## src/rtl/fix_point_multiplier.sv

```systemverilog
// Sequential sign-magnitude Q-format multiplier: one shift-add step per cycle over the
// N-1 magnitude bits of b, with a saturated, registered result and a one-cycle valid pulse.
module fix_point_multiplier #(
    parameter int Q = 13,
    parameter int N = 16
) (
    input  logic         clk,
    input  logic         rstn,
    input  logic [N-1:0] a,
    input  logic [N-1:0] b,
    input  logic         poke,
    output logic [N-1:0] product,
    output logic         peek,
    output logic         overflow,
    output logic         busy
);

    localparam int AW = 2 * (N - 1);
    localparam int CW = $clog2(N);

    typedef enum logic [1:0] {IDLE, MULT, DONE} state_t;

    state_t          state, state_nxt;
    logic [AW-1:0]   acc, acc_next, a_sh, res_full;
    logic [N-2:0]    b_sh, mag_nxt;
    logic [CW-1:0]   cnt;
    logic            sign_r, sign_nxt, ovf_nxt, start, last;

    assign start = poke && (state != MULT);
    assign last  = (state == MULT) && (cnt == CW'(N - 2));
    assign busy  = (state == MULT);

    // Final step is folded into the result so DONE and the result land on the same edge.
    assign acc_next = acc + (b_sh[0] ? a_sh : '0);
    assign res_full = acc_next >> Q;
    assign ovf_nxt  = |res_full[AW-1:N-1];
    assign mag_nxt  = ovf_nxt ? {(N-1){1'b1}} : res_full[N-2:0];
    assign sign_nxt = sign_r && (mag_nxt != '0);

    // NOTE: state registers use non-blocking assignments so every flop samples pre-edge values.
    always_ff @(posedge clk or negedge rstn) begin
        if (!rstn) state <= IDLE;
        else       state <= state_nxt;
    end

    // NOTE: the default assignment ahead of the case keeps this block free of inferred latches.
    always_comb begin
        state_nxt = state;
        case (state)
            IDLE, DONE: state_nxt = start ? MULT : IDLE;
            MULT:       state_nxt = last ? DONE : MULT;
            default:    state_nxt = IDLE;
        endcase
    end

    always_ff @(posedge clk or negedge rstn) begin
        if (!rstn) begin
            acc      <= '0;
            a_sh     <= '0;
            b_sh     <= '0;
            cnt      <= '0;
            sign_r   <= 1'b0;
            product  <= '0;
            overflow <= 1'b0;
            peek     <= 1'b0;
        end else begin
            peek <= 1'b0;
            if (start) begin
                acc    <= '0;
                a_sh   <= {{(N-1){1'b0}}, a[N-2:0]};
                b_sh   <= b[N-2:0];
                cnt    <= '0;
                sign_r <= a[N-1] ^ b[N-1];
            end else if (state == MULT) begin
                acc  <= acc_next;
                a_sh <= a_sh << 1;
                b_sh <= b_sh >> 1;
                cnt  <= cnt + CW'(1);
                if (last) begin
                    product  <= {sign_nxt, mag_nxt};
                    overflow <= ovf_nxt;
                    peek     <= 1'b1;
                end
            end
        end
    end

endmodule

```

## config.mk

```make
export PLATFORM = sky130hd
export DESIGN_NAME = fix_point_multiplier
export DESIGN_NICKNAME = d
export VERILOG_FILES = /design/src/rtl/fix_point_multiplier.sv
export SDC_FILE = /design/constraint.sdc
export NUM_CORES = 1
export LEC_CHECK = 0
export ABC_AREA = 1
export CORE_AREA = 2 2 144 104
export DETAILED_ROUTE_END_ITERATION = 10
export DIE_AREA = 0 0 146 106
export GPL_TIMING_DRIVEN = 0
export PLACE_DENSITY_LB_ADDON = 0.1
export SETUP_SLACK_MARGIN = 0.15
export SLEW_MARGIN = 40
export SYNTH_ARGS = -nofsm -noshare
export SYNTH_HDL_FRONTEND = slang
export SYNTH_SLANG_ARGS = --single-unit
```

## constraint.sdc

```tcl
create_clock -name clk -period 2.6 [get_ports clk]
set_input_delay 0.39 -clock clk [delete_from_list [all_inputs] [get_ports clk]]
set_output_delay 0.39 -clock clk [all_outputs]
set_load 0.1 [all_outputs]
```

======== After elaboration in Yosys (flattened, before gate mapping) ========
Index checks and enable logic that the tools add are counted.
storage, ports and cells
  bits in registers ....................... 100
  latch bits .............................. 0
  bits in writable memories ............... 0
  memory bits (read-only) ................. 0
  bits of input ports ..................... 35
  output and inout bits ................... 19
  logic and storage cells ................. 42
  memories kept ........................... 0
operators by class
  add/sub/neg operators ................... 2
  multipliers ............................. 0
  div/mod/pow operators ................... 0
  $lt $le $gt $ge ......................... 0
  equality and inequality tests ........... 4
  shifts and indexed selects .............. 0
  multiplexer cells ....................... 16
  bitwise gates (word level) .............. 2
  reductions and logical operators ........ 9
operators with widths
  operator                                              count
  two-way mux 30 bit                                    5
  two-way mux 15 bit                                    3
  adder 30 bit                                          1
  nonzero test 15 bit                                   1
  two-way mux 4 bit                                     2
  adder 4 x 1 -> 4 bit (second input constant)          1
  equality test 4 bit (second input constant)           1
  two-way mux 1 bit                                     4
  one-hot mux 2 bit (2 select lines)                    1
  OR reduction 2 bit                                    2
  logical AND 1 bit                                     3
  AND reduction 3 bit                                   1
  equality test 2 x 1 -> 1 bit (second input constant)  1
  equality test 2 bit (second input constant)           1
  zero test 2 bit                                       1
  two-way mux 2 bit                                     1
  != test 2 x 1 -> 1 bit (second input constant)        1
  nonzero test 2 bit                                    1
  NOT 1 bit                                             1
  bitwise XOR 1 bit                                     1

======== Logic depth before layout (Yosys ltp) ========
Gate-level depths: netlist of the first run.
  depth after elaboration ................. 6
  gate-level depth with buffers ........... 20
  mapped depth without buffers ............ 19

======== Least setup slack after synthesis of the first run ========
Ideal clock, no wire load.
  path kind ............................... register to register
  start ................................... reg b_sh[0]
  end ..................................... reg product[10]
  library setup time ...................... 123 ps
  arrival time ............................ 2,418 ps
  data required time ...................... 2,477 ps
  setup slack ............................. 59 ps
  cell stages (with the launch flop) ...... 16
  buffers on the path ..................... 2
  clock period less this slack ............ 2,541 ps
  path through ............................ dfrtp_1 clkbuf_1 nand2_1 inv_1 ha_1 inv_1 fa_1 o21ai_2 nand2_1 nand3b_4 nand2_2 nand3_1 nand2_2 nor3_2 buf_6 a21oi_1
on the way
  longest elaborated chain between the ends .. 4
RTL lines
  element                   RTL line  RTL
  start: declaration        25        logic [N-2:0] b_sh, mag_nxt;
  start signal: assignment  71        b_sh <= b[N-2:0];
  start signal: assignment  77        b_sh <= b_sh >> 1;
  two-way mux 30 bit *      34        assign acc_next = acc + (b_sh[0] ? a_sh : '0);
  adder 30 bit *            34
  OR reduction 2 bit        36        assign ovf_nxt = |res_full[AW-1:N-1];
  two-way mux 15 bit *      37        assign mag_nxt = ovf_nxt ? {(N-1){1'b1}} : res_full[N-2:0];
  end signal: assignment    80        product <= {sign_nxt, mag_nxt};
  end: declaration          12        output logic [N-1:0] product,
Mark *: on every way between the ends. The rest lies on a longest branch, timed or not.
A chain may end at the register's enable or synchronous reset.

======== Final worst setup path of the first run ========
  start ................................... reg b_sh[0]
  end ..................................... reg product[15]
on the way
  longest elaborated chain between the ends .. 6
RTL lines
  element                RTL line  RTL
  two-way mux 30 bit *   34
  adder 30 bit *         34
  OR reduction 2 bit     36
  two-way mux 15 bit *   37
  nonzero test 15 bit *  38        assign sign_nxt = sign_r && (mag_nxt != '0);
  logical AND 1 bit *    38
Marks and branches as above.

==> impl_metrics.json, run 1 <==
{
  "crit_fanout": 7,
  "regArea_um2": 2500,
  "boundaryPins": 54,
  "gp_congestion": 0.921,
  "cts_buffer_depth": 2,
  "rsz0062_at_grt": "yes",
  "synthArstFlopShare": 1.00,
  "clock-sinks": 100,
  "period_share": 1.05,
  "synth.avg_cell_area_um2": 6.93,
  "p_leak_nw": 4.15,
  "cts-buffers-inserted": 9,
  "cts_tree": "yes",
  "hold_path_end": "state[0]",
  "synth.area.top_cells": "dfrtp_1 40%, nand2_1 20%, inv_1 8.6%",
  "avgViaCountPerCell": 5.11,
  "first_pass_iters": 5,
  "synth_edf_count": 0,
  "cts-htree-levels": 3,
  "worstHoldPathCells": 1,
  "drt_iter0_markers": 383,
  "status": "complete, but fails checks",
  "ys_seq_area_frac": 0.400,
  "start_util": 0.439,
  "peakVddDrop_v": 0.000668,
  "maxSlewViolCount": 0,
  "cts_root_buf": "clkbuf_16",
  "clk_latency_ns": 0.35,
  "place_hpwl_um": 13300,
  "path_clk_slew_ns": 0.08,
  "violations": "setup timing",
  "setup_viol": 14,
  "end_kind": "register",
  "worstHoldPathType": "register to register",
  "n_antenna_cell": 0,
  "grt_max_degree": 74,
  "wl_um": 19000,
  "drc": 0,
  "grt_usage": 0.250,
  "grt_antenna_before_repair": 0,
  "yosysTopAreaCellShare": 0.400,
  "synthCells": 902,
  "fp.dieH_um": 106,
  "yosys_warnings": 0,
  "yosysUniqueCellTypes": 37,
  "die_x_um": 146,
  "synth_fp_nets": 969,
  "r2r-end": "product[15]",
  "worstPathRequired_ns": 2.85,
  "ant_nets": 0,
  "port-buffer-count": 53,
  "cp.arrival_ns": 2.98,
  "fmax_mhz": 366,
  "critPathKind": "register to register",
  "post-synth-top-area-cell": "dfrtp_1",
  "ff2ff_path_depth": 19,
  "synth-seq-cells": 100,
  "start_kind": "register",
  "die_area_um2": 15500,
  "power_density_nw_per_um2": 1170,
  "layout_setup_ws_ns": -0.134,
  "worstMarginPinSlew_ns": 0.720,
  "final_net_count": 1065,
  "routedWlPerCell_um": 15.8,
  "r2r_start": "b_sh[0]",
  "grt_pass1_vias": 5799,
  "gr-total-overflow": 0,
  "core_area_um2": 14300,
  "final.setup.tns_ns": -0.519,
  "final_layout_size_suffix_gt1_frac": 0.265,
  "max_slew_margin": 0.520,
  "period_needed_ns": 2.73,
  "synth_area_um2": 6250,
  "rows": 37,
  "synth_ff_type": "dfrtp_1",
  "drv_cap": 0,
  "skew_ns": 0.00965,
  "vias": 6121,
  "area_growth_pct": 35.8,
  "nFillCells": 1331,
  "multi_input_area_um2": 4020,
  "hold_viol_final": 0,
  "grt_pass1_wl_um": 30600,
  "regToRegSetupSlack_ns": -0.13,
  "worstHoldStart": "state[0]",
  "placed_cells": 1151,
  "instances_no_fill": 1198
}
-- worst max-delay path: stages (launching register included) --
cell	delay (ns)
dfrtp_2	0.53
buf_8	0.18
nand2_1	0.06
inv_1	0.07
ha_4	0.33
nand2_4	0.08
nor2_4	0.12
inv_1	0.09
nor2_1	0.12
nand2_1	0.10
nand2_2	0.10
nand2_1	0.07
nand2_2	0.10
nand3_4	0.11
nor2_4	0.13
nand3_1	0.10
nor2_2	0.13
nand3_2	0.10
nand2_1	0.08
nand2_1	0.05
-- per-layer routing --
metal	wire length (µm)	track usage	up-vias
li1	-	-	3026
met1	9680	0.405	2886
met2	7850	0.345	193
met3	1290	0.0485	16
met4	170	0.0395	0
met5	0	0	-
-- per-stage QoR --
step / util / hold WS (ns) / cell area, µm² / power (mW) / setup slack (ns)
after floorplan: - / 0.0944 / 6250 / 5.86 / 0.160
after global placement: 0.493 / 0.443 / 7030 / 7.11 / -2.83
after detailed placement: 0.489 / 0.260 / 6970 / 7.02 / -0.486
after CTS: 0.560 / 0.457 / 7990 / 9.19 / -0.0879
after global routing: 0.596 / 0.508 / 8490 / 10.6 / -0.286
final: 0.596 / 0.459 / 8490 / 9.93 / -0.134
-- Yosys cell counts, drive strengths merged, types with 6 or more instances --
master,n
o21ai,39
nand3,45
ha,31
inv,144
o211ai,11
nand2,343
o22ai,14
o21bai,7
a21oi,37
nor2,67
nand3b,6
nand4,6
clkbuf,23
dfrtp,100
-- repair_timing --
| action | 4_1_cts | 5_1_grt |
|---|---|---|
| hold buffers | 1 | 0 |
| endpoints found under the hold margin | 27 | 0 |
| buffers inserted | 12 | 14 |
| gates resized for setup | 112 | 131 |
| pin swaps | 20 | 56 |
| gates cloned | 2 | 2 |
| setup endpoints to repair | 32 | 28 |
-- layout by cell type, fill, tap and decap left out, drive strengths merged, types with 3 or more instances in the layout --
| cell | count |
|---|---|
| inv | 149 |
| dfrtp | 100 |
| xor2 | 4 |
| nand3 | 45 |
| nor3 | 3 |
| o21ai | 39 |
| nand2 | 343 |
| clkbuf | 32 |
| xnor2 | 3 |
| o21bai | 7 |
| nor2 | 67 |
| nand3b | 6 |
| o31ai | 4 |
| ha | 31 |
| clkdlybuf4s50 | 33 |
| o211ai | 11 |
| o22ai | 14 |
| nand4 | 6 |
| buf | 53 |
| a21oi | 37 |
| a31oi | 5 |
-- how the worst max path moves through the flow --
stage,startpoint,end,slack (ns)
2_1_floorplan,b_sh[0],product[10],0.16
3_3_place_gp,rstn,a_sh[25],-2.83
3_5_place_dp,b_sh[0],product[15],-0.49
4_1_cts,b_sh[0],product[15],-0.09
5_1_grt,b_sh[0],product[15],-0.29
6_report,b_sh[0],product[15],-0.13
-- state kept, by name, summed over array words and instances, names as in the netlist --
signal,count
a_sh,30
state,2
acc,30
overflow,1
b_sh,15
cnt,4
sign_r,1
product,16
peek,1
-- cell type report --
cell class,instances,share of cell area
flip-flops and latches,100,0.295
well taps,195,0.0287
inverters,144,0.0636
clock buffers,10,0.0281
multi-input cells,634,0.473
repair buffers,85,0.0887
plain buffers,24,0.0156
clock inverters,6,0.00737
-- cell families after synthesis --
| logic type | count (synthesis) | synth area share |
|---|---|---|
| AOI/OAI and AO/OA | 122 | 0.115 |
| xor gates and xnor gates | 7 | 0.00980 |
| adders and majority gates | 32 | 0.0652 |
| buffers and inverters | 168 | 0.102 |
| DFF | 100 | 0.400 |
| and+or+nand+nor | 473 | 0.308 |
-- where the power goes --
part | switching [mW] | internal (mW) | total (mW) | leakage [nW]
sequential | 0.510 | 2.21 | 2.72 | 1.26
combinational | 3.80 | 2.02 | 5.82 | 2.74
clock | 0.691 | 0.707 | 1.40 | 0.149
total | 5.00 | 4.93 | 9.93 | 4.15
Power figures use the tool's default switching activity.
==> run 2: changes to the inputs <==
--- a/config.mk
+++ b/config.mk
@@ -9,6 +9,7 @@
 export CORE_AREA = 2 2 144 104
 export DETAILED_ROUTE_END_ITERATION = 10
 export DIE_AREA = 0 0 146 106
+export DONT_BUFFER_PORTS = 1
 export GPL_TIMING_DRIVEN = 0
 export PLACE_DENSITY_LB_ADDON = 0.1
 export SETUP_SLACK_MARGIN = 0.15
==> run 2 against run 1 <==
The run ends with hold timing, setup timing left. Non-clock buffer count decreased by 68. Sequential power rose by 30%. Maximum frequency up 0.32%.
==> impl_metrics.json, run 2 (synthesis gave the netlist of run 1 again) <==
{
  "status": "complete, but fails checks",
  "violations": "hold timing, setup timing",
  "drv_cap": 0,
  "area_growth_pct": 20.7,
  "hold_viol_final": 100,
  "gr-usage-met2": 0.354,
  "skew_ns": 0.00927,
  "top_regs": "a_sh (30), acc (30), product (16)",
  "rsz0062_at_grt": "yes",
  "cts_tree": "yes",
  "gr-max-usage-layer": "met1",
  "drc": 0,
  "place_ws_ns": -0.453,
  "boundaryPins": 54,
  "period_share": 1.05,
  "ant_nets": 0,
  "grt_pass1_wl_um": 29700,
  "routedWlPerCell_um": 15.9,
  "path_clk_slew_ns": 0.07,
  "fmax_mhz": 367,
  "worstPathRequired_ns": 2.85,
  "worstHoldPathType": "input pin to asynchronous set/reset pin",
  "avgViaCountPerCell": 5.02,
  "path_common_cell": "nand2_2",
  "max_slew_margin": 0.403,
  "core_area_um2": 14300,
  "cts-buffers-inserted": 9,
  "grt_max_degree": 101,
  "vias": 5671,
  "clkPwrFrac": 0.149,
  "maxSlewViolCount": 0,
  "n_antenna_cell": 0,
  "critPathKind": "register to register",
  "gp_congestion": 0.917,
  "power_density_nw_per_um2": 1200,
  "final.setup.tns_ns": -1.25,
  "rows": 37,
  "grt_usage": 0.246,
  "cts-htree-levels": 3,
  "start_kind": "register",
  "pwr-share-seq": 0.390,
  "final_cell_mix": "308 x nand2_1, 137 x inv_1, 85 x dfrtp_1",
  "wl_um": 18000,
  "grt_pass1_vias": 5555,
  "final_common_cell": "nand2_1",
  "worstMarginPinSlew_ns": 0.895,
  "die_area_um2": 15500,
  "power_switching_mw": 4.56,
  "layout_setup_ws_ns": -0.126,
  "fp.dieH_um": 106,
  "p_leak_nw": 3.75,
  "ff2ff_path_depth": 15,
  "final_net_count": 997,
  "drt_iter0_markers": 307,
  "start_util": 0.439,
  "crit_path_max_incr_delay_ns": 0.46,
  "end_kind": "register",
  "period_needed_ns": 2.73,
  "intPower_mw": 4.50,
  "clock-sinks": 100,
  "swShare": 0.503,
  "first_pass_iters": 7,
  "comb_power_share": 0.461,
  "placed_cells": 1100,
  "gr-total-overflow": 0,
  "crit_slowest_cell": "dfrtp_2",
  "setup_viol": 12,
  "grt_use_met1": 0.381,
  "use_met3": 0.0536,
  "port-buffer-count": 0,
  "cts_root_buf": "clkbuf_16",
  "cts_buffer_depth": 2,
  "grt_antenna_before_repair": 0,
  "clk_latency_ns": 0.36,
  "peakVddDrop_v": 0.000626,
  "fin_worst_hold_slack_ns": -0.281,
  "place_hpwl_um": 13200,
  "path_cells": "clkbuf_8 -> nand2_2 -> inv_2 -> ha_4 -> inv_2 -> fa_2 -> o21ai_4 -> nand2_1 -> nand3b_4 -> nand2_2 -> nand3_1 -> nand2_2 -> nor3_4 -> buf_6 -> a21oi_1",
  "final_layout_size_suffix_gt1_frac": 0.173,
  "die_x_um": 146,
  "crit_fanout": 5,
  "cp.arrival_ns": 2.97,
  "instances_no_fill": 1129
}
-- run 2: changes by cell type in the layout (fill, tap and decap cells not counted), sizes merged --
cell           previous run  this run
dlygate4sd3               1         0
clkdlybuf4s50            33         0
clkbuf                   32        30
clkinv                    1         2
buf                      53        20
inv                     149       148
-- run 2: area by class of cell --
type | count | area, µm²
plain buffers | 24 | 131
repair buffers | 17 | 168
clock buffers | 9 | 225
flip-flops and latches | 100 | 2520
multi-input cells | 634 | 3660
inverters | 144 | 541
well taps | 195 | 244
fillers | 1467 | 6710
clock inverters | 6 | 57.6
-- run 2: what timing repair did --
item                       CTS  global route
hold endpoints to repair   100           100
setup buffers                8             4
cloned                       2             0
setup endpoints to repair   32            26
pin swaps                   19            11
gates resized for setup     90            35
-- run 2: path summary, 6_finish.rpt --
check,start,end,slack (ns)
hold reg to reg,state[0],state[0],0.46
max in group asynchronous,rstn,product[4],2.64
hold / removal,rstn,a_sh[10],-0.28
setup reg to reg,b_sh[0],product[5],-0.13
min in group clk,a[9],a_sh[9],0.15
setup / recovery,b_sh[0],product[5],-0.13
-- run 2: layer usage --
metal | share of wire | vias to the layer above | wire [µm]
met5 | 0 | - | 0
met2 | 0.39 | 135 | 7100
li1 | - | 2896 | -
met3 | 0.064 | 11 | 1150
met1 | 0.53 | 2629 | 9610
met4 | 0.0081 | 0 | 146
-- run 2: critical path, delay by kind of cell (launching register included) --
family / cells / cell delay [ns]
AND/OR/NAND/NOR: 7 / 0.89
adder cells (fa/ha/maj): 2 / 0.50
buffers and inverters: 4 / 0.48
flip-flops: 1 / 0.46
AO/OA/AOI/OAI: 2 / 0.29
-- run 2: power by group through the flow --
stage	clock, mW	combinational [mW]	sequential, mW
2_1_floorplan	0	2.48	3.38
3_5_place_dp	0	3.48	3.45
6_report	1.35	4.18	3.53
5_1_grt	1.43	4.68	3.62
4_1_cts	1.38	4.03	3.50
3_3_place_gp	0	3.29	3.49
-- run 2: stage by stage --
step	hold WS (ns)	cell area [µm²]	power (mW)	utilization
floorplan	0.0944	6250	5.86	-
global placement	0.100	6500	6.78	0.456
detailed placement	0.100	6560	6.93	0.460
CTS	-0.290	7400	8.91	0.519
global route	-0.294	7550	9.73	0.529
finish	-0.281	7550	9.07	0.529
==> run 3: changes to the inputs <==
--- a/config.mk
+++ b/config.mk
@@ -6,6 +6,7 @@
 export NUM_CORES = 1
 export LEC_CHECK = 0
 export ABC_AREA = 1
+export CAP_MARGIN = 25
 export CORE_AREA = 2 2 144 104
 export DETAILED_ROUTE_END_ITERATION = 10
 export DIE_AREA = 0 0 146 106
==> results of run 3 <==
Final layout, timing and power as in run 2 (identical DEF).
